## config.mk

```make
export PLATFORM = sky130hd
export DESIGN_NAME = encap_packet
export DESIGN_NICKNAME = d
export VERILOG_FILES = /design/src/rtl/encap_packet.sv
export SDC_FILE = /design/constraint.sdc
export NUM_CORES = 1
export LEC_CHECK = 0
export CAP_MARGIN = 20
export CORE_AREA = 4 4 429 431
export CTS_BUF_LIST = sky130_fd_sc_hd__clkbuf_8
export DETAILED_ROUTE_END_ITERATION = 7
export DIE_AREA = 0 0 433 435
export SKIP_LAST_GASP = 1
export SLEW_MARGIN = 25
export SYNTH_ARGS = -nofsm -noshare
export SYNTH_HDL_FRONTEND = slang
export SYNTH_SLANG_ARGS = --single-unit
```

## constraint.sdc

```tcl
create_clock -name clk -period 54 [get_ports clk]
set_clock_uncertainty 0.1 [all_clocks]
set_input_delay 5.4 -clock clk [delete_from_list [all_inputs] [get_ports clk]]
set_output_delay 5.4 -clock clk [all_outputs]
set_load 0.005 [all_outputs]
```

## src/rtl/encap_packet.sv

```systemverilog
// DFX word to Aurora frame serialiser: one {addr,data} word becomes NUM_FRAMES
// frames of {payload chunk, 9-bit header}. Optional macro ENCAP_PARITY_EN adds even parity in header bit 0.
module encap_packet #(
  parameter int DATA_WIDTH        = 1024,
  parameter int ADDR_WIDTH        = 10,
  parameter int DATA_DFX_WIDTH    = DATA_WIDTH + ADDR_WIDTH,
  parameter int AURORA_DATA_WIDTH = 64
) (
  input  logic                         clk,
  input  logic                         rst,
  input  logic [DATA_DFX_WIDTH-1:0]    data_dfx_send,
  input  logic                         valid_dfx_send,
  output logic                         ready_dfx_send,
  output logic [AURORA_DATA_WIDTH-1:0] data_out_dfx,
  output logic                         valid_out_dfx,
  input  logic                         tx_tready,
  output logic                         done_encap_pkt
);

  localparam int HDR_WIDTH   = 9;
  localparam int CHUNK_WIDTH = AURORA_DATA_WIDTH - HDR_WIDTH;
  localparam int NUM_FRAMES  = (DATA_DFX_WIDTH + CHUNK_WIDTH - 1) / CHUNK_WIDTH;
  localparam int PAD_WIDTH   = NUM_FRAMES * CHUNK_WIDTH;
  localparam logic [4:0] LAST_IDX = 5'(NUM_FRAMES - 1);

  typedef enum logic [1:0] {IDLE, SEND, DONE} state_t;

  state_t                        state, state_next;
  logic [DATA_DFX_WIDTH-1:0]     pkt_reg;
  logic [4:0]                    frame_cnt;
  logic [PAD_WIDTH-1:0]          pkt_pad;
  logic [CHUNK_WIDTH-1:0]        chunk;
  logic [AURORA_DATA_WIDTH-2:0]  frame_body;
  logic                          par_bit;
  logic                          accept;
  logic                          xfer;
  logic                          last_frame;

  // The final frame's unused upper payload bits come out as zero via this padding.
  assign pkt_pad    = {{(PAD_WIDTH - DATA_DFX_WIDTH){1'b0}}, pkt_reg};
  assign chunk      = pkt_pad[int'(frame_cnt) * CHUNK_WIDTH +: CHUNK_WIDTH];
  assign frame_body = {chunk, frame_cnt, (frame_cnt == 5'd0), (frame_cnt == LAST_IDX), 1'b0};

`ifdef ENCAP_PARITY_EN
  assign par_bit = ^frame_body;
`else
  assign par_bit = 1'b0;
`endif

  assign accept     = valid_dfx_send && ready_dfx_send;
  assign xfer       = valid_out_dfx && tx_tready;
  assign last_frame = (frame_cnt == LAST_IDX);

  always_comb begin
    state_next     = state;
    ready_dfx_send = 1'b0;
    valid_out_dfx  = 1'b0;
    done_encap_pkt = 1'b0;
    data_out_dfx   = '0;
    case (state)
      IDLE: begin
        ready_dfx_send = 1'b1;
        if (valid_dfx_send) state_next = SEND;
      end
      SEND: begin
        valid_out_dfx = 1'b1;
        data_out_dfx  = {frame_body, par_bit};
        if (tx_tready && last_frame) state_next = DONE;
      end
      DONE: begin
        done_encap_pkt = 1'b1;
        state_next     = IDLE;
      end
      default: state_next = IDLE;
    endcase
  end

  // Control state: reset aborts any packet in flight.
  always_ff @(posedge clk) begin
    if (rst) begin
      state     <= IDLE;
      frame_cnt <= 5'd0;
    end else begin
      state <= state_next;
      if (state != SEND)
        frame_cnt <= 5'd0;
      else if (xfer && !last_frame)
        frame_cnt <= frame_cnt + 5'd1;
    end
  end

  // Payload capture; only written on accept so later input changes are ignored.
  always_ff @(posedge clk) begin
    if (accept) pkt_reg <= data_dfx_send;
  end

endmodule

```

# After elaboration in Yosys (flattened, before gate mapping)
# Index checks and enable logic that the tools add are counted.
dict set report op_classes {
  add_sub_neg 1
  mul 1
  n_eq_ne 6
  shifts 1
  muxes 7
  n_reduce_logical 9
}
# operator count
set op_table {}
lappend op_table {{1045-bit by 12-bit variable part select with 55-bit output} 1}
lappend op_table {{64-bit two-way mux} 1}
lappend op_table {{5-bit by 6-bit multiplier with 11-bit output, second input constant} 1}
lappend op_table {{5-bit by 1-bit adder with 5-bit output, second input constant} 1}
lappend op_table {{5-bit == test, second input constant} 1}
lappend op_table {{5-bit logical NOT} 1}
lappend op_table {{1-bit logical AND} 4}
lappend op_table {{2-bit two-way mux} 2}
lappend op_table {{2-bit != test, second input constant} 2}
lappend op_table {{2-bit case mux with 2 select lines} 1}
lappend op_table {{1-bit two-way mux} 3}
lappend op_table {{2-bit by 1-bit == test with 1-bit output, second input constant} 1}
lappend op_table {{2-bit == test, second input constant} 1}
lappend op_table {{2-bit logical NOT} 1}
lappend op_table {{2-bit by 1-bit != test with 1-bit output, second input constant} 1}
lappend op_table {{2-bit AND reduction} 1}
lappend op_table {{2-bit OR reduction} 1}
lappend op_table {{1-bit logical NOT} 1}
dict set report totals {
  register_bits 1041
  in_bits 1038
  output_inout_bits 67
  elab_cells 28
}

# Logic depth before layout (Yosys ltp)
dict set report logic_depth {
  ltp_word 4
  depth_mapped 9
  ltp_nobuf 6
}

# Worst setup path after synthesis
# No wires, ideal clock.
dict set report synth_timing {
  path_type {input to register}
  start {input valid_dfx_send}
  end {register pkt_reg[0], enable pin}
  setup_time_ns 1.549
  t_arrival_ns 28.542
  setup_slack_ns 23.809
  path_stages 1
  path_cell_list {and2_1}
}
dict set report synth_via {
  elab_chain_len 1
}
# item line_no
set synth_rtl {}
lappend synth_rtl {{from (decl)} 12} ;# input logic valid_dfx_send,
lappend synth_rtl {{1-bit logical AND} 50} ;# assign accept = valid_dfx_send && ready_dfx_send;
lappend synth_rtl {{to (signal assigned)} 94} ;# if (accept) pkt_reg <= data_dfx_send;
lappend synth_rtl {{to (decl)} 29} ;# logic [DATA_DFX_WIDTH-1:0] pkt_reg;
# Every way passes these cells.
# A chain may end at the register's enable or synchronous reset.

# Worst setup path in the final report
dict set report layout_timing {
  start {register frame_cnt[1]}
  end {output data_out_dfx[35]}
}
dict set report layout_via {
  elab_chain_len 3
}
# item line_no
set layout_rtl {}
lappend layout_rtl {{from (decl)} 30} ;# logic [4:0] frame_cnt;
lappend layout_rtl {{from (signal assigned)} 88} ;# frame_cnt <= frame_cnt + 5'd1;
lappend layout_rtl {{5-bit by 6-bit multiplier with 11-bit output} 41} ;# assign chunk = pkt_pad[int'(frame_cnt) * CHUNK_WIDTH +: CHUNK_WIDTH];
lappend layout_rtl {{1045-bit by 12-bit variable part select with 55-bit output} 41}
lappend layout_rtl {{64-bit two-way mux} 60} ;# case (state)
lappend layout_rtl {{to (decl)} 14} ;# output logic [AURORA_DATA_WIDTH-1:0] data_out_dfx,
# Every way passes these cells.

==> flow_summary.json <==
{
  "outcome": "finished with violations",
  "finalSetupViolCount": 0,
  "cts.sinks": 1041,
  "first_global_vias": 25800,
  "critical_path_class": "flop to primary output",
  "root_buffer": "clkbuf_8",
  "dr.pass1.iters": 8,
  "cp-end-kind": "primary output",
  "numCtsBuffers": 186,
  "layout_common_cells": "1102 x clkdlybuf4s50_1, 1034 x edfxtp_1, 281 x mux2i_1, 189 x clkbuf_8, 113 x mux4_2",
  "num_rows": 156,
  "synth_adder_area_share_pct": 0.0939,
  "ff2ff_setup_slack_ns": 49.64,
  "slew_headroom_pct": 24.3,
  "powerDensity_mw_per_mm2": 32.3,
  "worstHoldPathCells": 2,
  "synthSimpleGateAreaFrac_pct": 1.11,
  "hold_violations": 0,
  "switchingPower_mw": 0.450,
  "cts_tree": "built",
  "ir_drop_uv": 18.5,
  "reg2regPathDepth": 7,
  "regToRegEndpoint": "pkt_reg[41]$_DFFE_PP_",
  "die-width_um": 433,
  "syn_inst": 1910,
  "design.die.area_mm2": 0.188,
  "post-route-period-util_pct": 20.2,
  "wl_um": 171000,
  "die_height_um": 435,
  "combPwrFrac_pct": 8.8,
  "antenna_found_initial": 96,
  "wl_per_cell_um": 30.2,
  "min-delay-path-class": "flop to flop",
  "clock_latency_ns": 0.90,
  "finalCriticalPeriod_ns": 10.91,
  "synth_warnings": 0,
  "initial_core_util_pct": 22.2,
  "crit_arrival_ns": 5.41,
  "drt_iter0_drc": 2390,
  "ioPinCount": 1105,
  "seq_power_share_pct": 52.2,
  "hpwlAfterDp_um": 128000,
  "path_max_fanout": 50,
  "maxSlewViolCount": 0,
  "gp_congestion": 0.912,
  "violations": "design-rule violations",
  "synth-xor-area-share_pct": 0.0876,
  "hold_start": "frame_cnt[4]$_SDFFE_PP0P_",
  "fmax_mhz": 91.7,
  "synth_compound_area_share_pct": 4.51,
  "cts.clk_slew.worst_paths_ns": 0.06,
  "nets": 4164,
  "critical_path_required_ns": 48.50,
  "synthMuxAreaShare_pct": 14.6,
  "pwr-share-clk_pct": 39.1,
  "swShare_pct": 24.2,
  "fin_tns_setup_ns": 0,
  "reg2reg_from": "state[0]$_SDFFE_PP0P_",
  "leakagePower_nw": 18.6,
  "viasPerCell": 4.38,
  "utilization_pct": 31.9,
  "syn_to_final_growth_pct": 43.9,
  "ctsHtreeMaxLevel": 4,
  "final_common_cell": "clkdlybuf4s50_1",
  "syn_area_mm2": 0.0400,
  "ys_seq_area_share_pct": 78.0,
  "ant_nets": 0,
  "largest_register_ffs": 1034,
  "worstHoldEndpoint": "frame_cnt[4]$_SDFFE_PP0P_",
  "worst_pin_slew_ns": 1.14,
  "post-cts-setup-buffers": 0,
  "synth_top_family_by_area": "multiplexers",
  "grt_max_degree": 195,
  "grt_first_pass_wirelength_um": 221000,
  "avgSynthCellArea_um2": 20.9,
  "grt_remaining_overflow": 0,
  "track_usage_pct": 17.5,
  "vias": 24900,
  "clockBufferDepth": 3,
  "crit_path_start_kind": "flop",
  "drive_gt1_share_pct": 13.8,
  "ctsResizeCount": 0,
  "ys_ff_latch": 1041,
  "grt_setup_unrepaired": "no",
  "p_int_mw": 1.41,
  "io_buffers": 1102,
  "synthDistinctLibCells": 37,
  "cap_viol_max_count": 0,
  "core_area_mm2": 0.180,
  "drc": 2,
  "cts_hold_buf": 0
}
==> power groups by stage <==
stage	Sequential, mW	Combinational (mW)	Clock (mW)
2_1_floorplan	1.03	0.0498	0
3_3_place_gp	0.986	0.161	0
3_5_place_dp	0.986	0.163	0
4_1_cts	0.971	0.164	0.751
5_1_grt	0.973	0.172	0.787
6_report	0.971	0.163	0.727
==> worst max-delay path, stage by stage (launching register included) <==
cell and delay, ns:
dfxtp_4 0.59, buf_4 0.79, buf_4 0.64, buf_4 0.66, mux4_2 0.40, mux2i_1 0.20, nor2_1 0.08, a221o_1 0.46
clkdlybuf4s50_1 0.57
==> metrics by stage <==
stage / instances / hold WS, ns / instance area, um2 / power [mW] / setup WS (ns)
6_report: 5682 / 0.593 / 57600 / 1.86 / 43.09
5_1_grt: 5676 / 0.659 / 57500 / 1.93 / 42.72
4_1_cts: 5625 / 0.587 / 57300 / 1.89 / 42.75
3_5_place_dp: 5302 / 0.577 / 53800 / 1.15 / 43.79
3_3_place_gp: 5302 / 0.554 / 53800 / 1.15 / 43.81
2_1_floorplan: 1911 / 0.491 / 40000 / 1.08 / 23.81
==> synth_stat cells <==
| cell type | instances | share of area, % |
|---|---|---|
| nor3b_1 | 3 | 0.056 |
| o21ai_0 | 1 | 0.013 |
| ha_1 | 3 | 0.094 |
| and2_1 | 6 | 0.094 |
| a32oi_1 | 1 | 0.022 |
| edfxtp_1 | 1034 | 78 |
| nand4bb_1 | 2 | 0.056 |
| nor2_1 | 53 | 0.50 |
| conb_1 | 1 | 0.0094 |
| buf_4 | 14 | 0.26 |
| mux2_2 | 44 | 1.2 |
| xnor2_1 | 1 | 0.022 |
| a221o_1 | 43 | 1.1 |
| nand2b_1 | 2 | 0.031 |
| a22oi_1 | 61 | 1.1 |
| mux2i_1 | 281 | 7.0 |
| o221ai_1 | 10 | 0.22 |
| or3_1 | 1 | 0.016 |
| nor4b_4 | 1 | 0.059 |
| o21ai_1 | 1 | 0.013 |
| nand3_1 | 11 | 0.14 |
| a221oi_1 | 46 | 1.0 |
| buf_6 | 6 | 0.17 |
| inv_1 | 2 | 0.019 |
| nor2_2 | 1 | 0.016 |
| clkinv_1 | 1 | 0.0094 |
| dfxtp_1 | 7 | 0.35 |
| mux4_2 | 113 | 6.4 |
| nand2_1 | 6 | 0.056 |
| buf_2 | 55 | 0.69 |
| clkbuf_1 | 43 | 0.40 |
| a21oi_1 | 2 | 0.025 |
| xor2_1 | 3 | 0.066 |
| nor2b_1 | 4 | 0.063 |
| nand4_1 | 2 | 0.031 |
| a22o_1 | 43 | 0.94 |
| o22a_1 | 2 | 0.044 |
==> final cells by class <==
class                           count  area, um2
Fill cell                       17500     123000
Sequential cell                  1041      31200
Timing Repair Buffer             1142      11400
Multi-Input combinational cell    749       8230
Tap cell                         2370       2970
Clock buffer                      189       2600
Clock inverter                    134        961
Antenna cell                       54        135
Inverter                            3       13.8
==> logic make-up after synthesis <==
logic type | after synthesis
AO/OA/AOI/OAI | 210
XOR/XNOR | 4
adder cells (fa/ha/maj) | 3
buffers and inverters | 121
flip-flops | 1041
multiplexers | 438
other | 1
AND/OR/NAND/NOR | 92
==> layer usage <==
layer	vias up	track usage, %	wire length, um
met5	-	0	133
met4	22	8.86	6550
met3	305	5.72	15500
met2	1395	28.5	84700
met1	12700	20.5	64600
li1	10500	-	-
==> how the worst max path moves through the flow <==
stage	cells after the start	end	from	slack [ns]
6_report	8	data_out_dfx[35]	frame_cnt[1]$_SDFFE_PP0P_	43.09
3_5_place_dp	8	data_out_dfx[35]	frame_cnt[1]$_SDFFE_PP0P_	43.79
3_3_place_gp	8	data_out_dfx[35]	frame_cnt[1]$_SDFFE_PP0P_	43.81
2_1_floorplan	1	pkt_reg[0]$_DFFE_PP_	valid_dfx_send	23.81
5_1_grt	8	data_out_dfx[35]	frame_cnt[1]$_SDFFE_PP0P_	42.72
4_1_cts	8	data_out_dfx[35]	frame_cnt[1]$_SDFFE_PP0P_	42.75
No activity file was read; power rests on OpenSTA's default activity.
